### src/rtl/led7_reader.sv
// led7_reader: decodes a held two-digit active-low 7-segment code pair back to 0..99
// and flags illegal codes and breaks in the +1 / wrap-to-0 count sequence.
module led7_reader #(
    parameter int STABLE = 4
) (
    input  logic       ck,
    input  logic       rs,
    input  logic [7:0] seg1,
    input  logic [7:0] seg2,
    output logic [6:0] value,
    output logic       valid,
    output logic       new_val,
    output logic       bad_code,
    output logic       err,
    output logic       step_err,
    output logic [7:0] err_cnt
);
    logic [15:0] seg_q, seg_d, cand_q, cand_d, last_q, last_d;
    logic [3:0]  cnt_q, cnt_d;
    logic [6:0]  value_q, value_d, prev_q, prev_d;
    logic        valid_q, valid_d, err_q, err_d, have_prev_q, have_prev_d;
    logic        new_q, new_d, bad_q, bad_d, step_q, step_d;
    logic [7:0]  err_cnt_q, err_cnt_d;
    logic [4:0]  du, dt;
    logic [6:0]  val;
    logic        accept, blank, legal, step_ok;

    // {legal, digit}; any code with dp lit falls through to illegal
    function automatic logic [4:0] dec(input logic [7:0] c);
        case (c)
            8'hC0:   dec = 5'h10;
            8'hF9:   dec = 5'h11;
            8'hA4:   dec = 5'h12;
            8'hB0:   dec = 5'h13;
            8'h99:   dec = 5'h14;
            8'h92:   dec = 5'h15;
            8'h82:   dec = 5'h16;
            8'hF8:   dec = 5'h17;
            8'h80:   dec = 5'h18;
            8'h90:   dec = 5'h19;
            default: dec = 5'h00;
        endcase
    endfunction

    assign du      = dec(cand_q[7:0]);
    assign dt      = dec(cand_q[15:8]);
    assign val     = 7'(dt[3:0]) * 7'd10 + 7'(du[3:0]);
    assign blank   = cand_q == 16'hFFFF;
    assign legal   = du[4] && dt[4];
    assign accept  = seg_q == cand_q && cnt_q == 4'(STABLE - 1) && cand_q != last_q;
    assign step_ok = val == prev_q + 7'd1 || val == 7'd0 || val == prev_q;

    always_comb begin
        seg_d       = {seg2, seg1};
        cand_d      = cand_q;
        cnt_d       = cnt_q;
        last_d      = last_q;
        value_d     = value_q;
        valid_d     = valid_q;
        err_d       = err_q;
        prev_d      = prev_q;
        have_prev_d = have_prev_q;
        err_cnt_d   = err_cnt_q;
        new_d       = 1'b0;
        bad_d       = 1'b0;
        step_d      = 1'b0;
        if (seg_q != cand_q) begin
            cand_d = seg_q;
            cnt_d  = 4'd1;
        end else if (cnt_q < 4'(STABLE)) begin
            cnt_d = cnt_q + 4'd1;
        end
        if (accept) begin
            last_d = cand_q;
            if (blank) begin
                valid_d     = 1'b0;
                have_prev_d = 1'b0;
            end else if (legal) begin
                value_d     = val;
                valid_d     = 1'b1;
                err_d       = 1'b0;
                new_d       = 1'b1;
                step_d      = have_prev_q && !step_ok;
                err_cnt_d   = (step_d && err_cnt_q != 8'hFF) ? err_cnt_q + 8'd1 : err_cnt_q;
                prev_d      = val;
                have_prev_d = 1'b1;
            end else begin
                valid_d = 1'b0;
                err_d   = 1'b1;
                bad_d   = 1'b1;
            end
        end
    end

    always_ff @(posedge ck or negedge rs) begin
        if (!rs) begin
            seg_q       <= 16'hFFFF;
            cand_q      <= 16'hFFFF;
            last_q      <= 16'hFFFF;
            cnt_q       <= 4'd0;
            value_q     <= 7'd0;
            valid_q     <= 1'b0;
            err_q       <= 1'b0;
            prev_q      <= 7'd0;
            have_prev_q <= 1'b0;
            err_cnt_q   <= 8'd0;
            new_q       <= 1'b0;
            bad_q       <= 1'b0;
            step_q      <= 1'b0;
        end else begin
            seg_q       <= seg_d;
            cand_q      <= cand_d;
            last_q      <= last_d;
            cnt_q       <= cnt_d;
            value_q     <= value_d;
            valid_q     <= valid_d;
            err_q       <= err_d;
            prev_q      <= prev_d;
            have_prev_q <= have_prev_d;
            err_cnt_q   <= err_cnt_d;
            new_q       <= new_d;
            bad_q       <= bad_d;
            step_q      <= step_d;
        end
    end

    assign value    = value_q;
    assign valid    = valid_q;
    assign err      = err_q;
    assign err_cnt  = err_cnt_q;
    assign new_val  = new_q;
    assign bad_code = bad_q;
    assign step_err = step_q;
endmodule
### config.mk
export PLATFORM = sky130hd
export DESIGN_NAME = led7_reader
export DESIGN_NICKNAME = d
export VERILOG_FILES = /design/src/rtl/led7_reader.sv
export SDC_FILE = /design/constraint.sdc
export NUM_CORES = 1
export LEC_CHECK = 0
export CORE_AREA = 3 3 112 114
export CTS_CLUSTER_DIAMETER = 60
export DETAILED_ROUTE_END_ITERATION = 6
export DIE_AREA = 0 0 115 117
export MAX_ROUTING_LAYER = met4
export SETUP_SLACK_MARGIN = 0.15
export SYNTH_ARGS = -nofsm -noshare
export SYNTH_HDL_FRONTEND = slang
export SYNTH_SLANG_ARGS = --single-unit
### constraint.sdc
create_clock -name ck -period 5.2 [get_ports ck]
set_clock_uncertainty 0.2 [all_clocks]
set_input_delay 0.78 -clock ck [delete_from_list [all_inputs] [get_ports ck]]
set_output_delay 0.78 -clock ck [all_outputs]
set_load 0.01 [all_outputs]
* After elaboration in Yosys (flattened, before gate mapping)
Cells that the tools add are included.
** Word-level totals
- Logic and storage cells :: 77
- Register bits after elaboration :: 73
- Output and inout bits :: 20
- Input port bits :: 18
** Cells by class
- Order comparisons :: 1
- Eq/ne operators :: 28
- Multiply operators :: 1
- Reduce and logical (&&, ||, !) cells :: 15
- Bitwise operators :: 1
- Add/subtract/negate cells :: 4
- Multiplexer cells :: 15
** Operator list (number)
- $eq 8x8->1 const B :: 20
- $pmux 5 s10 :: 2
- $ne 16x16->1 :: 2
- $eq 16x16->1 :: 1
- $eq 16x16->1 const B :: 1
- $eq 7x7->1 :: 2
- $mux 1 :: 11
- $add 8x1->8 const B :: 1
- $mux 4 :: 2
- $ne 8x8->1 const B :: 1
- $add 7x1->7 const B :: 1
- $add 7x4->7 :: 1
- $logic_not 7->1 :: 1
- $mul 4x3->6 const B :: 1
- $logic_and 1x1->1 :: 5
- $add 4x1->4 const B :: 1
- $eq 4x2->1 const B :: 1
- $lt 4x3->1 const B :: 1
- $reduce_and 2->1 :: 2
- $reduce_and 4->1 :: 1
- $reduce_bool 2->1 :: 2
- $reduce_and 3->1 :: 1
- $logic_or 1x1->1 :: 2
- $logic_not 1->1 :: 1
- $not 1->1 :: 1

* Logic depth before layout (Yosys ltp)
Gate-level depths: netlist of run 1.
- Depth after elaboration :: 12
- Gate-level depth with buffers :: 16
- Depth with buffers taken out :: 15

* Least setup slack after synthesis of run 1
Ideal clock, no wire load.
- Path kind :: register to register
- Start point :: reg cand_q[11]
- End point :: reg err_cnt_q[1] (netlist: err_cnt[1])
- Setup slack :: 0.697 ns
- Required time :: 4.875 ns
- Library setup time :: 0.125 ns
- Arrival time :: 4.178 ns
- Cell stages (with the launch flop) :: 16
- Path buffers :: 1
- Clock period less this slack :: 4.503 ns
- Cell sequence :: dfstp_2 buf_2 and4bb_1 nand4_1 and3_1 o21ai_0 ha_1 ha_1 inv_1 fa_1 nor4b_4 xor2_1 xor2_1 o211ai_4 nor4bb_2 mux2_4
** Between the ends
- Word-level cells in the longest chain between the ends :: 11
- Elaborated cells on any way between the ends :: 29
- Those cells by class :: 1 x add/sub; 1 x mul; 15 x eq/ne; 1 x mux; 1 x bitwise; 10 x reduce/logical
** Ends and longest elaborated chain
- start, declared :: RTL line 18 : logic [15:0] seg_q, seg_d, cand_q, cand_d, last_q, last_d;
- start signal, assigned :: RTL line 112 : cand_q <= cand_d;
- $eq 8x8->1 :: RTL line 30 : case (c)
- $pmux 5 s10 :: RTL line 30
- $mul 4x3->6 :: RTL line 47 : assign val = 7'(dt[3:0]) * 7'd10 + 7'(du[3:0]);
- $add 7x4->7 :: RTL line 47
- $eq 7x7->1 or $logic_not 7->1 (tied branches) :: RTL line 51 : assign step_ok = val == prev_q + 7'd1 || val == 7'd0 || val == prev_q;
- $logic_or 1x1->1 (2 in a row) :: RTL line 51
- $logic_not 1->1 :: RTL line 83 : step_d = have_prev_q && !step_ok;
- $logic_and 1x1->1 :: RTL line 83
- $logic_and 1x1->1 :: RTL line 84 : err_cnt_d = (step_d && err_cnt_q != 8'hFF) ? err_cnt_q + 8'd1 : err_cnt_q;
- $reduce_and 4->1 (no line) *
- end signal, assigned :: RTL line 120 : err_cnt_q <= err_cnt_d;
- end, declared :: RTL line 23 : logic [7:0] err_cnt_q, err_cnt_d;
Mark *: on every way between the ends. The rest lies on a longest branch, timed or not.
A chain may end at the register's enable or synchronous reset.

* Worst setup path after layout of run 1
- Start point :: reg cand_q[13]
- End point :: reg err_cnt_q[6] (netlist: err_cnt[6])
The elaborated chain is that of the path after synthesis.

==> results of run 1 <==
==> critical path, stage by stage (launching register included) <==
cell,delay (ns)
dfstp_2,0.70
a31oi_1,0.12
a2111oi_0,0.66
ha_1,0.37
ha_1,0.34
nor2_1,0.22
nor2_1,0.08
xor2_1,0.36
xnor2_1,0.16
or4b_2,0.63
o211ai_4,0.31
nor4_1,0.11
mux2_1,0.34
==> cell type report <==
type | count | share of cell area
clock inverters | 6 | 0.0150
flip-flops and latches | 73 | 0.397
inverters | 8 | 0.00632
clock buffers | 10 | 0.0527
repair buffers | 39 | 0.0801
multi-input cells | 280 | 0.411
well taps | 143 | 0.0377
==> routing by layer <==
layer	wire length, um	share of wire
met1	4010	0.48
met2	3820	0.46
met3	355	0.043
met4	131	0.016
met5	0	0
==> registers in the layout, summed over array words and instances, names as in the netlist <==
signal	flops
prev_q	7
seg_q	16
have_prev_q	1
step_err	1
err	1
bad_code	1
new_val	1
last_q	16
err_cnt	8
cnt_q	4
cand_q	16
valid	1
==> placed cells by master (no fill, tap or decap), types with 4 or more instances in the layout <==
cell / synthesis / routed
inv_1: 7 / 7
dfrtp_1: 25 / 25
nor2b_1: 4 / 4
o21ai_0: 6 / 5
nor4_1: 8 / 8
nand2_1: 68 / 68
and3_1: 5 / 5
nor3_1: 5 / 5
nand4_1: 15 / 15
clkdlybuf4s50_1: 0 / 36
nand3_1: 18 / 18
nor2_1: 16 / 16
xnor2_1: 29 / 29
clkbuf_16: 0 / 10
ha_1: 9 / 9
xor2_1: 30 / 30
dfstp_2: 48 / 48
nor3b_1: 4 / 4
==> per-stage QoR <==
step	hold slack, ns	setup slack, ns
2_1_floorplan	0.236	0.697
3_3_place_gp	0.164	0.592
3_5_place_dp	0.164	0.370
4_1_cts	0.173	0.372
5_1_grt	0.177	0.159
6_report	0.172	0.475
==> power by group <==
| part | total (mW) | switching [mW] | internal (mW) |
|---|---|---|---|
| Combinational | 0.0677 | 0.0323 | 0.0354 |
| Sequential | 0.621 | 0.0284 | 0.593 |
| Clock | 0.667 | 0.260 | 0.407 |
==> repair_timing <==
action | in CTS | in global routing
setup endpoints to repair | 0 | 3
resized for setup | 0 | 1
setup buffers | 0 | 0
==> cell families (layout without fill, tap and decap cells) <==
| logic type | count (synthesis) | count (layout) |
|---|---|---|
| compound gates | 30 | 30 |
| xor+xnor | 60 | 60 |
| fa+ha+maj | 11 | 11 |
| buf+inv | 43 | 63 |
| flops | 73 | 73 |
| mux | 6 | 6 |
| simple gates | 173 | 173 |
==> path summary, 6_finish.rpt <==
check / slack, ns / depth (start not counted) / endpoint
max in group asynchronous: 3.51 / 2 / seg_q[2]
hold / removal: 0.17 / 0 / cand_q[14]
hold reg to reg: 0.17 / 0 / cand_q[14]
setup reg to reg: 0.47 / 12 / err_cnt[6]
min in group asynchronous: 0.28 / 1 / prev_q[1]
setup / recovery: 0.47 / 12 / err_cnt[6]
==> metrics.cfg, run 1 <==
[run_status]
status = completed

[hold_path]
hold_path_class = flop to flop
holdCritStartpoint = seg_q[14]

[placement]
dp_cells = 543
globalplace.congestion = 0.828
placed_cell_area_um2 = 4430
io_buffers = 37
hpwl_um = 6000

[routing]
drt-initial-drc-count = 224
drtPass1Iterations = 5
drc = 0
num_vias = 2813
vias_per_cell = 5.03
totalWireLength_um = 8330
postRouteAntennaNets = 0
wire_per_inst_um = 14.9

[worst_setup_path]
critPathRequiredTime_ns = 5.21
path_class = flop to flop
crit_arrival_ns = 4.74
critPathLaunch = cand_q[13]
crit_path_max_fanout = 14
cp-start-kind = flop
r2r-start = cand_q[13]
cp-end-kind = flop

[logic_synthesis]
yosysUniqueCellTypes = 63
synth_commonest_cells = 68 x nand2_1, 48 x dfstp_2, 30 x xor2_1
synth_most_common_cell = nand2_1
yosys_warnings = 0
synthTopCellsByArea = dfstp_2 31%, dfrtp_1 16%, xor2_1 6.5%, nand2_1 6.4%, xnor2_1 6.3%
ys.flop_type = dfstp_2
synthAdderAreaFrac = 0.0380
yosys.area_share.simple = 0.239
synth_mux_area_frac = 0.0174
ys_seq_area_frac = 0.470
synth_compound_area_frac = 0.0582
synth-async-reset-ratio = 1.00
synth_top_family_by_area = simple AND/OR/NAND/NOR gates
ys_seq_elements = 73
synth_area_um2 = 4020
syn_nets = 425
avgSynthCellArea_um2 = 10.1
synth_edf_count = 0
syn_inst = 396
synth_top_cell_area_share = 0.314
yosys.area.top_type = dfstp_2
synth-xor-area-share = 0.133

[global_route]
grt_pass1_wl_um = 14200
grt_overflow_total = 0
antenna_found_initial = 0
grt_util_met2 = 0.215
grt_util_met1 = 0.180
grt_pass1_vias = 2825
grt_usage = 0.138
grt_max_degree = 46
grtUsageMet3 = 0.0314
grt.busiest_layer = met2

[power]
vdd_ir_drop_max_uv = 198
leakagePower_nw = 1.96
report.power.total_mw = 1.36
powerDensity_nw_per_um2 = 286

[layout]
finalNonFillerCells = 559
drive_above_1_share = 0.207
multi_input_area_um2 = 1950
areaGrowthSynthToFinish_pct = 18.2
nets = 440
finish.instance_area_um2 = 4750
seqCellArea_um2 = 1890
num-fill-cells = 1141
diodes = 0
finish.utilization = 0.412

[clock_tree]
clock_latency_ns = 0.33
ctsLongestPathBuffers = 2
cts_tree = yes
clock_sinks = 73
cts_root_buffer = clkbuf_16
htreeDepth = 3
cts-buffers-inserted = 9
ctsHoldBuffers = 0
path_clk_slew_ns = 0.06

[sta]
rsz0062_at_grt = no
fmax_mhz = 212
final-setup-viol-count = 0
finalCritPeriodShare = 0.909
final_hold_viol_count = 0
max_slew_margin = 0.492
fin_setup_tns_ns = 0
fin_crit_ns = 4.73
worstMarginPinSlew_ns = 0.743
slew_viol_final = 0

[die]
core_area_um2 = 11500
die_h_um = 117
dieArea_um2 = 13500
initial_utilization = 0.349
rows = 39
die_x_um = 115
io_pins = 38

[flow_run]
drv_cap = 0

Power figures use the tool's default switching activity.
==> run 2, diff against run 1 <==
--- a/config.mk
+++ b/config.mk
@@ -10,6 +10,7 @@
 export DETAILED_ROUTE_END_ITERATION = 6
 export DIE_AREA = 0 0 115 117
 export MAX_ROUTING_LAYER = met4
+export RECOVER_POWER = 25
 export SETUP_SLACK_MARGIN = 0.15
 export SYNTH_ARGS = -nofsm -noshare
 export SYNTH_HDL_FRONTEND = slang
==> metrics.cfg, run 2 (synthesis gave the netlist of run 1 again) <==
[die]
initial_utilization = 0.349
core_area_um2 = 11500
die_h_um = 117
dieArea_um2 = 13500
die_x_um = 115
io_pins = 38
rows = 39

[clock_tree]
htreeDepth = 3
post_cts_buffers = 0
clock_sinks = 73
ctsHoldBuffers = 0
cts_root_buffer = clkbuf_16
path_clk_slew_ns = 0.06
cts-buffers-inserted = 9
ctsLongestPathBuffers = 2
cts_tree = yes
clock_latency_ns = 0.34

[routing]
drt-initial-drc-count = 208
drc = 0
postRouteAntennaNets = 0
wire_per_inst_um = 14.9
drtPass1Iterations = 4
totalWireLength_um = 8340
num_vias = 2834
vias_per_cell = 5.07

[sta]
slew_viol_final = 30
final_hold_viol_count = 0
worstMarginPinSlew_ns = 1.59
rsz0062_at_grt = no
fmax_mhz = 212
fin_setup_tns_ns = 0
fin_ws_ns = 0.483
fin_crit_ns = 4.72
finalCritPeriodShare = 0.907
final-setup-viol-count = 0
max_slew_margin = -0.0620

[layout]
largestRegisters = cand_q x16, last_q x16, seg_q x16
final_cell_mix = 68 x nand2_1, 32 x dfstp_2, 30 x xor2_1, 29 x xnor2_1, 25 x dfrtp_1
num-fill-cells = 1142
areaGrowthSynthToFinish_pct = 18.2
nets = 440
finish.utilization = 0.412
final_common_cell = nand2_1
diodes = 0
drive_above_1_share = 0.166
finalNonFillerCells = 559

[worst_setup_path]
cp-end-kind = flop
crit_path_max_fanout = 14
crit_arrival_ns = 4.73
path_class = flop to flop
critPathRequiredTime_ns = 5.21
cp-start-kind = flop

[global_route]
antenna_found_initial = 0
grt_max_degree = 46
grt_pass1_vias = 2825
grt_usage = 0.138
grt_pass1_wl_um = 14200
grt_overflow_total = 0

[run_status]
status = finished with violations
violations = max-capacitance violations, max-slew violations

[placement]
io_buffers = 37
hpwl_um = 6000
dp_cells = 543
place_ws_ns = 0.370
globalplace.congestion = 0.828

[hold_path]
hold_path_class = flop to flop

[flow_run]
drv_cap = 1

[power]
leakagePower_nw = 1.95
powerDensity_nw_per_um2 = 284
vdd_ir_drop_max_uv = 197
report.power.total_mw = 1.35

[run 2: cell types whose count changed in the layout (fill, tap and decap cells not counted)]
cell,previous run,this run
dfstp_1,0,16
clkdlybuf4s50_1,36,20
clkbuf_1,0,1
buf_2,1,0
dfstp_2,48,32
dlygate4sd3_1,0,16
[run 2: repair_timing]
| action | 4_1_cts | 5_1_grt |
|---|---|---|
| setup endpoints to repair | 0 | 3 |
| gates resized for setup | 0 | 1 |
| hold endpoints to repair | 0 | 0 |
[run 2: final timing paths]
check / from / to / slack [ns] / cells past startpoint
worst max-delay path: cand_q[13] / err_cnt[6] / 0.48 / 12
max in group asynchronous: rs / cand_q[2] / 2.84 / 2
worst min-delay path: seg_q[13] / cand_q[13] / 0.18 / 0
min in group asynchronous: rs / prev_q[1] / 0.64 / 1
worst max register to register: cand_q[13] / err_cnt[6] / 0.48 / 12
worst min register to register: seg_q[13] / cand_q[13] / 0.18 / 0
[run 2: through the flow]
step                      hold slack (ns)  instance area (um^2)
after CTS                           0.173                  4750
after detailed placement            0.164                  4430
after floorplan                     0.236                  4020
after global placement              0.164                  4430
final                               0.179                  4750
after global routing                0.186                  4750
[run 2: metal layers]
layer  GRT usage  vias up  part of all wire
met5           -        -                 0
met3      0.0314       13             0.047
met1       0.180     1356              0.48
li1            -     1385                 -
met4      0.0423        0             0.014
met2       0.215       80              0.46
[run 2: layout make-up]
cell class / instances / area [um^2] / area share
multi-input cells: 280 / 1950 / 0.411
flip-flops and latches: 73 / 1890 / 0.397
well taps: 143 / 179 / 0.0377
clock inverters: 6 / 71.3 / 0.0150
inverters: 8 / 30.0 / 0.00633
clock buffers: 10 / 250 / 0.0527
repair buffers: 39 / 379 / 0.0799
[run 2: where the power goes]
part / switching (mW) / internal, mW / leakage [nW]
Sequential: 0.0285 / 0.590 / 0.837
Clock: 0.258 / 0.407 / 0.157
Combinational: 0.0323 / 0.0328 / 0.957
[run 2: worst max-delay path, stage by stage (launching register included)]
cell	delay, ns
dfstp_2	0.70
a31oi_1	0.12
a2111oi_0	0.63
ha_1	0.37
ha_1	0.34
nor2_1	0.22
nor2_1	0.08
xor2_1	0.36
xnor2_1	0.16
or4b_2	0.63
o211ai_4	0.32
nor4_1	0.11
mux2_1	0.34
